===== src/rtl/ahb_refill_master.sv =====
// AHB-Lite read master for I-cache line refills: one INCR4 word burst per
// request, assembled into a 128-bit line and returned with a ready pulse.
module ahb_refill_master #(
  parameter logic [3:0] HPROT_VAL = 4'b1000
) (
  input  logic         clk_i,
  input  logic         rst_ni,
  input  logic         mem_req_i,
  input  logic [31:0]  mem_addr_i,
  output logic [127:0] mem_data_o,
  output logic         mem_ready_o,
  output logic         mem_err_o,
  output logic [31:0]  haddr_o,
  output logic [1:0]   htrans_o,
  output logic [2:0]   hburst_o,
  output logic [2:0]   hsize_o,
  output logic         hwrite_o,
  output logic [3:0]   hprot_o,
  input  logic [31:0]  hrdata_i,
  input  logic         hready_i,
  input  logic         hresp_i
);

  localparam int NUM_BEATS = 4;

  typedef enum logic [1:0] {
    ST_IDLE     = 2'd0,
    ST_BUS      = 2'd1,
    ST_WAIT_REL = 2'd2
  } state_e;

  localparam logic [1:0] HTRANS_IDLE   = 2'b00;
  localparam logic [1:0] HTRANS_NONSEQ = 2'b10;
  localparam logic [1:0] HTRANS_SEQ    = 2'b11;

  state_e      state_q, state_d;
  logic [31:0] base_q, base_d;
  logic [2:0]  acnt_q, acnt_d;
  logic [2:0]  dcnt_q, dcnt_d;
  logic        cancel_q, cancel_d;
  logic        ready_q, ready_d;
  logic        err_q, err_d;
  logic        clr_data;
  logic [NUM_BEATS-1:0]       cap_en;
  logic [NUM_BEATS-1:0][31:0] data_q;
  logic        addr_act;

  // An address phase is on the bus only while beats remain and no ERROR
  // has been seen; a cancelled burst drops straight to IDLE.
  assign addr_act = (state_q == ST_BUS) && (acnt_q < 3'd4) && !cancel_q;

  always_ff @(posedge clk_i or negedge rst_ni) begin
    if (!rst_ni) begin
      state_q  <= ST_IDLE;
      base_q   <= '0;
      acnt_q   <= '0;
      dcnt_q   <= '0;
      cancel_q <= 1'b0;
      ready_q  <= 1'b0;
      err_q    <= 1'b0;
    end else begin
      state_q  <= state_d;
      base_q   <= base_d;
      acnt_q   <= acnt_d;
      dcnt_q   <= dcnt_d;
      cancel_q <= cancel_d;
      ready_q  <= ready_d;
      err_q    <= err_d;
    end
  end

  always_comb begin
    state_d  = state_q;
    base_d   = base_q;
    acnt_d   = acnt_q;
    dcnt_d   = dcnt_q;
    cancel_d = cancel_q;
    ready_d  = 1'b0;
    err_d    = 1'b0;
    clr_data = 1'b0;
    cap_en   = '0;
    case (state_q)
      ST_IDLE: begin
        if (mem_req_i) begin
          base_d   = {mem_addr_i[31:4], 4'h0};
          acnt_d   = '0;
          dcnt_d   = '0;
          cancel_d = 1'b0;
          clr_data = 1'b1;
          state_d  = ST_BUS;
        end
      end
      ST_BUS: begin
        if (hready_i) begin
          if (hresp_i) begin
            // second ERROR cycle: abort with whatever words arrived
            ready_d = 1'b1;
            err_d   = 1'b1;
            state_d = ST_WAIT_REL;
          end else begin
            if (dcnt_q < acnt_q) begin
              cap_en[dcnt_q[1:0]] = 1'b1;
              dcnt_d = dcnt_q + 3'd1;
              if (dcnt_q == 3'd3) begin
                ready_d = 1'b1;
                state_d = ST_WAIT_REL;
              end
            end
            if (addr_act) acnt_d = acnt_q + 3'd1;
          end
        end else if (hresp_i) begin
          cancel_d = 1'b1;
        end
      end
      ST_WAIT_REL: begin
        if (!mem_req_i) state_d = ST_IDLE;
      end
      default: state_d = ST_IDLE;
    endcase
  end

  genvar k;
  generate
    for (k = 0; k < NUM_BEATS; k++) begin : g_word
      always_ff @(posedge clk_i or negedge rst_ni) begin
        if (!rst_ni)        data_q[k] <= '0;
        else if (clr_data)  data_q[k] <= '0;
        else if (cap_en[k]) data_q[k] <= hrdata_i;
      end
    end
  endgenerate

  assign mem_data_o  = data_q;
  assign mem_ready_o = ready_q;
  assign mem_err_o   = err_q;

  // Line-aligned base: the beat index only touches bits [3:2], so no carry
  // can leave the 16-byte line.
  assign haddr_o  = addr_act ? {base_q[31:4], acnt_q[1:0], 2'b00} : 32'h0;
  assign htrans_o = !addr_act      ? HTRANS_IDLE :
                    (acnt_q == '0) ? HTRANS_NONSEQ : HTRANS_SEQ;
  assign hburst_o = 3'b011;
  assign hsize_o  = 3'b010;
  assign hwrite_o = 1'b0;
  assign hprot_o  = HPROT_VAL;

endmodule


===== config.mk =====
export PLATFORM = sky130hd
export DESIGN_NAME = ahb_refill_master
export DESIGN_NICKNAME = d
export VERILOG_FILES = /design/src/rtl/ahb_refill_master.sv
export SDC_FILE = /design/constraint.sdc
export NUM_CORES = 1
export LEC_CHECK = 0
export BUFFER_PORTS_ARGS = -buffer_cell sky130_fd_sc_hd__buf_4
export CORE_MARGIN = 8
export CORE_UTILIZATION = 40
export CTS_CLUSTER_SIZE = 30
export DETAILED_ROUTE_END_ITERATION = 8
export PLACE_DENSITY = 0.79
export SYNTH_ARGS = -nofsm -noshare
export SYNTH_HDL_FRONTEND = slang
export SYNTH_SLANG_ARGS = --single-unit

===== constraint.sdc =====
create_clock -name clk_i -period 1.65 [get_ports clk_i]
set_input_delay 0.0825 -clock clk_i [delete_from_list [all_inputs] [get_ports clk_i]]
set_output_delay 0.0825 -clock clk_i [all_outputs]
set_load 0.01 [all_outputs]

Word-level counts from Yosys, hierarchy flattened
Index checks and enable logic that the tools add are counted.
Widths: inputs -> output; s select.
Storage, ports and cells
  output and inout bits: 175
  logic and storage cells: 93
  ROM bits: 0
  latch bits: 0
  bits in writable memories: 0
  register bits: 167
  memories: 0
  input bits: 69
Operators by class
  multipliers: 0
  bitwise operators: 0
  order comparisons: 4
  add/subtract/negate cells: 2
  shifts and indexed selects: 0
  mux-type cells: 47
  reduce and logical (&&, ||, !) cells: 16
  equality and inequality tests: 13
  div/mod/pow operators: 0
Operators by type and width (count)
  $mux 32: 9
  $mux 3: 7
  $mux 4: 4
  $mux 1: 15
  $reduce_and 5->1: 3
  $mux 2: 7
  $ne 2x2->1 const B: 7
  $pmux 3 s2: 2
  $reduce_bool 2->1: 5
  $add 3x1->3 const B: 2
  $ne 3x2->1 const B: 2
  $pmux 2 s3: 1
  $reduce_and 4->1: 1
  $eq 3x2->1 const B: 1
  $logic_and 1x1->1: 3
  $logic_not 3->1: 1
  $lt 2x3->1 const B: 1
  $lt 3x3->1: 1
  $lt 3x3->1 const B: 1
  $demux 1 s2: 1
  $eq 2x1->1 const B: 1
  $eq 2x2->1 const B: 1
  $ge 2x1->1 const B: 1
  $logic_not 2->1: 1
  4 further kinds: 4

Logic depth before layout (Yosys ltp)
Gate-level depths: netlist (run 1).
  depth in word-level cells: 10
  gate-level depth with buffers: 8
  gate-level depth less buffers: 6

Worst setup path after synthesis (run 1)
No wires, ideal clock.
  path kind: reg-to-reg
  from: reg acnt_q[2]
  to: reg data_q (netlist bit mem_data_o[86])
  buffers on the path: 1
  path slack: -0.148 ns
  arrival: 1.665 ns
  clock period less this slack: 1.798 ns
  library setup time: 0.133 ns
  stages on the path, launching flop included: 8
  required time: 1.517 ns
  path through: dfrtp_1 -> inv_1 -> ha_1 -> a21oi_4 -> o2111ai_4 -> buf_2 -> nand3_1 -> o21ai_0
Between the ends
  word-level cells in the longest chain between the ends: 6
RTL lines
  start: declaration: RTL line 38  | logic [2:0] acnt_q, acnt_d;
  start signal: assignment: RTL line 64  | acnt_q <= acnt_d;
  $lt 3x3->1: RTL line 101  | if (dcnt_q < acnt_q) begin
  $mux 4: RTL line 101
  $mux 4: RTL line 95  | if (hresp_i) begin
  $mux 4: RTL line 94  | if (hready_i) begin
  $mux 4: RTL line 82  | case (state_q)
  $reduce_bool 2->1 (no line)
  end signal: indexed assignment: RTL line 128  | else if (cap_en[k]) data_q[k] <= hrdata_i;
  end: declaration: RTL line 45  | logic [NUM_BEATS-1:0][31:0] data_q;
Every way passes these cells.
A chain may end at the register's enable or synchronous reset.

Final worst setup path (run 1)
  from: reg acnt_q[2]
  to: reg data_q (netlist bit mem_data_o[123])
Same word-level chain as after synthesis.

==> impl_metrics.json, run 1 <==
{
  "finClkSkew_ns": 0.0121,
  "dpl_cell_area_um2": 9650,
  "rows": 50,
  "worst-path-max-fanout": 5,
  "synth_cell_type_count": 40,
  "num_vias": 7193,
  "p_sw_mw": 5.92,
  "status": "complete, but fails checks",
  "final_nets": 1190,
  "pre_cts_ws_ns": -0.129,
  "grt_pass1_wl_mm": 42.9,
  "ys_seq_area_share_pct": 56.0,
  "final_cell_area_um2": 13100,
  "clk_path_buf_depth": 2,
  "final_hold_viol_count": 0,
  "maxSlewViolCount": 0,
  "vias_per_cell": 5.30,
  "synth_edf_count": 0,
  "hold_class": "primary input to register",
  "path_clk_slew_ns": 0.07,
  "ys_ff_latch": 167,
  "clk_latency_ns": 0.42,
  "num_antenna_cells": 0,
  "pwr-share-clk_pct": 24.4,
  "critPathRequiredTime_ns": 1.97,
  "p_leak_nw": 6.37,
  "synthArstFlopShare_pct": 100,
  "antenna_found_initial": 0,
  "power_frac_seq_pct": 32.9,
  "synth_area_leaders": "dfrtp_1, nand2_1, nand3_1",
  "grt_pass1_vias": 7529,
  "htreeDepth": 4,
  "syn-cell-area_um2": 7460,
  "end_kind": "register",
  "fmax_mhz": 513,
  "synth_top_area_share_pct": 56.0,
  "die_area_um2": 23300,
  "numPortBuffers": 226,
  "yosys_warnings": 0,
  "ant_nets": 0,
  "worst_slack_ns": -0.300,
  "pin_count": 244,
  "worstSetupStartpointType": "register",
  "overflow": 0,
  "coreArea_um2": 18500,
  "netlist_top_cells_count": "nand2_1, dfrtp_1, nand3_1",
  "layout-drive-gt1-share_pct": 56.8,
  "setup_tns_ns": -36.91,
  "grt_max_degree": 58,
  "drt_first_pass_iters": 5,
  "gp_congestion": 0.819,
  "ir_drop_uv": 907,
  "yosys.area.top_type": "dfrtp_1",
  "first_iter_violations": 397,
  "sw_frac_of_total_pct": 35.8,
  "violations": "negative setup slack",
  "drv_cap": 0,
  "initial_utilization_pct": 40.3,
  "cts-buffers-inserted": 17,
  "grt.total_usage_pct": 23.2,
  "p_per_area_nw_per_um2": 1260,
  "die_h_um": 153,
  "multiInputGateArea_um2": 3950,
  "syn_area_per_cell_um2": 9.88,
  "syn2layout_area_growth_pct": 76.0,
  "route.detailed.drc": 0,
  "finalCritPeriodShare_pct": 118,
  "internal_power_mw": 10.6,
  "synth_flop_cell": "dfrtp_1",
  "cts_tree": "built",
  "cts_num_sinks": 167,
  "dp_hpwl_mm": 16.3,
  "comb_power_share_pct": 42.7,
  "detail_route.wirelength_mm": 30.0,
  "clockRootBuffer": "clkbuf_16",
  "r2r_slack_ns": -0.30,
  "regArea_um2": 4180,
  "num-fill-cells": 1186,
  "crit_type": "register to register",
  "setup_viol_count_final": 168,
  "synth_cells": 755,
  "wl_per_cell_um": 22.1,
  "min_period_ns": 1.95,
  "crit_arrival_ns": 2.27,
  "die_w_um": 153,
  "rsz0062_at_grt": "yes",
  "synthMostInstantiatedCell": "nand2_1"
}
==> power groups by stage <==
stage          registers [mW]  clock network, mW  logic (mW)
6_report                 5.45               4.04        7.07
5_1_grt                  5.53               4.25        7.52
4_1_cts                  5.37               4.09        5.79
3_5_place_dp             5.39                  0        5.01
3_3_place_gp             5.36                  0        4.90
2_1_floorplan            5.48                  0        2.44
==> layer usage <==
layer	up-vias	share of wire [%]	GRT usage, %
met4	0	3.5	11.0
li1	3203	-	-
met3	76	7.3	6.13
met2	339	51	39.5
met5	-	0	0
met1	3575	38	26.9
==> cells in the final DEF, fill, tap and decap left out, types with 10 or more instances in the layout <==
cell type | netlist | final
a21oi_2 | 3 | 34
dlygate4sd3_1 | 0 | 64
nand3_4 | 0 | 11
buf_6 | 12 | 39
nand2_4 | 0 | 45
o21ai_1 | 34 | 22
and2_4 | 0 | 20
nand2_1 | 213 | 151
inv_1 | 17 | 16
clkbuf_16 | 0 | 23
dfrtp_1 | 167 | 166
buf_16 | 0 | 14
nand3_1 | 65 | 16
o21ai_2 | 22 | 54
buf_12 | 1 | 28
nand3_2 | 28 | 66
nand2_2 | 4 | 20
and2_1 | 30 | 10
conb_1 | 2 | 13
buf_4 | 17 | 238
==> kinds of logic (layout without fill, tap and decap cells) <==
kind of cell             count (synthesis)  count (layout)  share of synthesized area, %
buffers and inverters                   85             443                          6.89
AO/OA/AOI/OAI                          135             135                          12.0
AND/OR/NAND/NOR                        357             357                          23.4
adder cells (fa/ha/maj)                  9               9                          1.51
flip-flops                             167             167                          56.0
other                                    2              13                         0.101
==> path summary, 6_finish.rpt <==
check | startpoint | end | cells past startpoint
max | acnt_q[2]$_DFFE_PN0P_ | mem_data_o[123]$_DFFE_PN0P_ | 10
min | hresp_i | state_q[0]$_DFFE_PN0P_ | 3
min reg2reg | base_q[25]$_DFFE_PN0P_ | base_q[25]$_DFFE_PN0P_ | 2
min in group asynchronous | rst_ni | base_q[20]$_DFFE_PN0P_ | 2
max in group asynchronous | rst_ni | mem_data_o[27]$_DFFE_PN0P_ | 3
max reg2reg | acnt_q[2]$_DFFE_PN0P_ | mem_data_o[123]$_DFFE_PN0P_ | 10
==> layout make-up <==
cell class / instances / share of cell area, %
Clock buffer: 20 / 3.48
Clock inverter: 11 / 1.04
Inverter: 17 / 0.486
Multi-Input combinational cell: 514 / 30.1
Sequential cell: 167 / 31.8
Tap cell: 234 / 2.23
Timing Repair Buffer: 395 / 30.9
==> state kept, by name, summed over array words and instances (netlist names) <==
register and cells:
acnt_q 3, cancel_q 1, mem_ready_o 1, dcnt_q 3, mem_err_o 1, mem_data_o 128, base_q 28, state_q 2
==> critical path, cell delays in order, from the launching register on <==
cell and delay (ns):
dfrtp_1 0.39, inv_2 0.07, ha_4 0.28, buf_6 0.11, nand2_8 0.06, buf_6 0.13, o2111ai_4 0.23, buf_6 0.17
buf_16 0.14, nand2_1 0.06, a21oi_1 0.21
==> stage by stage <==
stage | power, mW | cells | utilization (%) | hold WS, ns
final | 16.6 | 1358 | 70.9 | 0.0129
after global routing | 17.3 | 1358 | 70.9 | 0.0317
after CTS | 15.2 | 1340 | 66.2 | 0.000629
after detailed placement | 10.4 | 1204 | 52.1 | 0.0400
after global placement | 10.3 | 1204 | 52.1 | 0.0384
after floorplan | 7.92 | 766 | - | -0.213
==> timing repair <==
| item | in CTS | in global routing |
|---|---|---|
| hold buffers | 64 | 0 |
| gates cloned | 17 | 9 |
| endpoints found under the setup margin | 142 | 165 |
| hold endpoints to repair | 222 | 0 |
| resized for setup | 188 | 167 |
| pin swaps | 104 | 50 |
| buffers inserted | 24 | 13 |
Note: power is estimated with default switching activity, not from simulation.
==> inputs of run 2 (changes only) <==
--- a/config.mk
+++ b/config.mk
@@ -12,2 +12,3 @@
 export DETAILED_ROUTE_END_ITERATION = 8
+export GPL_ROUTABILITY_DRIVEN = 0
 export PLACE_DENSITY = 0.79
==> constraint.sdc (replaced) <==
create_clock -name clk_i -period 1.65 [get_ports clk_i]
set_input_delay 0.495 -clock clk_i [delete_from_list [all_inputs] [get_ports clk_i]]
set_output_delay 0.495 -clock clk_i [all_outputs]
set_load 0.01 [all_outputs]
==> run 2 against run 1 <==
The run still ends with negative setup slack left. Global-route usage shrank 2.6 points. Critical path type is now register to primary output. First-iteration DRC count grew 27%. Critical path depth is 5 lower. Final cell count fell by 4.6%. Sequential power is 0.9% lower. Sequential share of layout area is 1.9 points higher.
==> impl_metrics.json, run 2 (synthesis results as in run 1) <==
{
  "initial_utilization_pct": 40.3,
  "coreArea_um2": 18500,
  "die_area_um2": 23300,
  "final_cells": 1296,
  "num-fill-cells": 1343,
  "grt_pass1_vias": 6734,
  "hold_class": "primary input to register",
  "path_clk_slew_ns": 0.06,
  "die_w_um": 153,
  "vias_per_cell": 5.32,
  "fmax_mhz": 451,
  "min_period_ns": 2.21,
  "r2r_slack_ns": -0.55,
  "route.detailed.drc": 0,
  "crit_arrival_ns": 1.72,
  "dp_hpwl_mm": 16.1,
  "final_hold_viol_count": 0,
  "num_vias": 6896,
  "rows": 50,
  "worstSetupStartpointType": "register",
  "status": "complete, but fails checks",
  "violations": "negative setup slack",
  "worst_pin_slew_ns": 0.551,
  "drv_cap": 0,
  "worst-path-max-fanout": 16,
  "drt_first_pass_iters": 5,
  "ir_drop_uv": 803,
  "crit_type": "register to primary output",
  "cp_slowest_stage_delay_ns": 0.42,
  "grt_pass1_wl_mm": 38.0,
  "setup_viol_count_final": 166,
  "worst_slack_ns": -0.565,
  "wl_per_cell_um": 22.3,
  "setup_tns_ns": -74.66,
  "p_per_area_nw_per_um2": 1320,
  "htreeDepth": 4,
  "clockRootBuffer": "clkbuf_16",
  "clk_latency_ns": 0.43,
  "num_antenna_cells": 0,
  "regArea_um2": 4180,
  "finClkSkew_ns": 0.0124,
  "numPortBuffers": 226,
  "pin_count": 244,
  "grt.total_usage_pct": 20.6,
  "cts-buffers-inserted": 17,
  "overflow": 0,
  "cp_top_family": "buffers and inverters",
  "critPathSlowestCell": "dfrtp_1",
  "crit_buf_inv": 3,
  "final_common_cell": "buf_4",
  "post-route-util_pct": 67.0,
  "critPathRequiredTime_ns": 1.15,
  "detail_route.wirelength_mm": 29.0,
  "relSlewSlack_pct": 63.3,
  "maxSlewViolCount": 0,
  "final_nets": 1127,
  "ant_nets": 0,
  "worstPathCellList": "nor4b_4 -> buf_6 -> buf_16 -> and2_1 -> buf_4",
  "rsz0062_at_grt": "yes",
  "layout_common_cells": "buf_4, dfrtp_1, nand2_1, nand3_2, buf_6",
  "antenna_found_initial": 0,
  "largest_register_ffs": 128,
  "end_kind": "primary output",
  "cts_tree": "built",
  "die_h_um": 153,
  "multiInputGateArea_um2": 3840,
  "layout-drive-gt1-share_pct": 59.2,
  "place_inst": 1208,
  "p_leak_nw": 6.08,
  "fin_total_pwr_mw": 16.4,
  "first_iter_violations": 503,
  "clk_path_buf_depth": 2,
  "finalCritPeriodShare_pct": 134,
  "grt_max_degree": 51,
  "cts_num_sinks": 167,
  "syn2layout_area_growth_pct": 66.2
}
-- run 2: cell count changes in the layout (fill, tap and decap cells not counted), moves of 5 or more --
cell / previous run / this run
clkbuf_16: 23 / 31
nand2_4: 45 / 40
nand3_2: 66 / 89
nand3_1: 16 / 2
dlygate4sd3_1: 64 / 1
o21ai_1: 22 / 40
nand3_4: 11 / 2
o21ai_2: 54 / 36
buf_16: 14 / 5
-- run 2: cell type report --
| cell class | count | share of cell area [%] |
|---|---|---|
| flip-flops and latches | 167 | 33.7 |
| multi-input cells | 514 | 31.0 |
| repair buffers | 332 | 27.5 |
| clock buffers | 22 | 3.74 |
| well taps | 234 | 2.36 |
| clock inverters | 10 | 1.16 |
| inverters | 17 | 0.535 |
-- run 2: through the flow --
step                      worst slack, ns  instance area [µm²]  hold slack (ns)
final                              -0.565                12400            0.263
after global routing               -0.635                12400            0.257
after CTS                          -0.546                10800            0.244
after detailed placement           -0.211                 9680            0.412
after global placement             -0.166                 9680            0.408
after floorplan                   -0.0816                 7540            0.199
-- run 2: report_power, final --
group          switching, mW  internal (mW)
Clock                   1.71           2.48
Combinational           3.57           3.24
Sequential             0.528           4.87
Total                   5.81           10.6
-- run 2: what timing repair did --
item	CTS	global route
hold buffers	1	0
gates cloned	12	20
endpoints found under the hold margin	27	0
endpoints found under the setup margin	166	174
pin swaps	8	148
setup buffers	13	24
resized for setup	42	307
-- run 2: layer usage --
metal	vias up	wire (µm)	share of wire [%]	track usage (%)
met4	0	1180	4.1	10.5
met2	295	14200	49	33.2
met1	3463	11700	40	24.9
met5	-	0	0	0
met3	68	1880	6.5	5.87
li1	3070	-	-	-
-- run 2: final timing paths --
kind | start | end | cells past startpoint
max in group asynchronous | rst_ni | mem_data_o[48]$_DFFE_PN0P_ | 3
hold reg to reg | base_q[31]$_DFFE_PN0P_ | base_q[31]$_DFFE_PN0P_ | 2
min in group asynchronous | rst_ni | base_q[4]$_DFFE_PN0P_ | 2
hold / removal | mem_addr_i[29] | base_q[29]$_DFFE_PN0P_ | 3
setup / recovery | acnt_q[2]$_DFFE_PN0P_ | haddr_o[16] | 5
setup reg to reg | acnt_q[2]$_DFFE_PN0P_ | mem_data_o[68]$_DFFE_PN0P_ | 13
-- run 2: worst min-delay path, cell delays in order --
cell,delay (ns)
buf_4,0.08
nand2_1,0.04
nand2_1,0.04
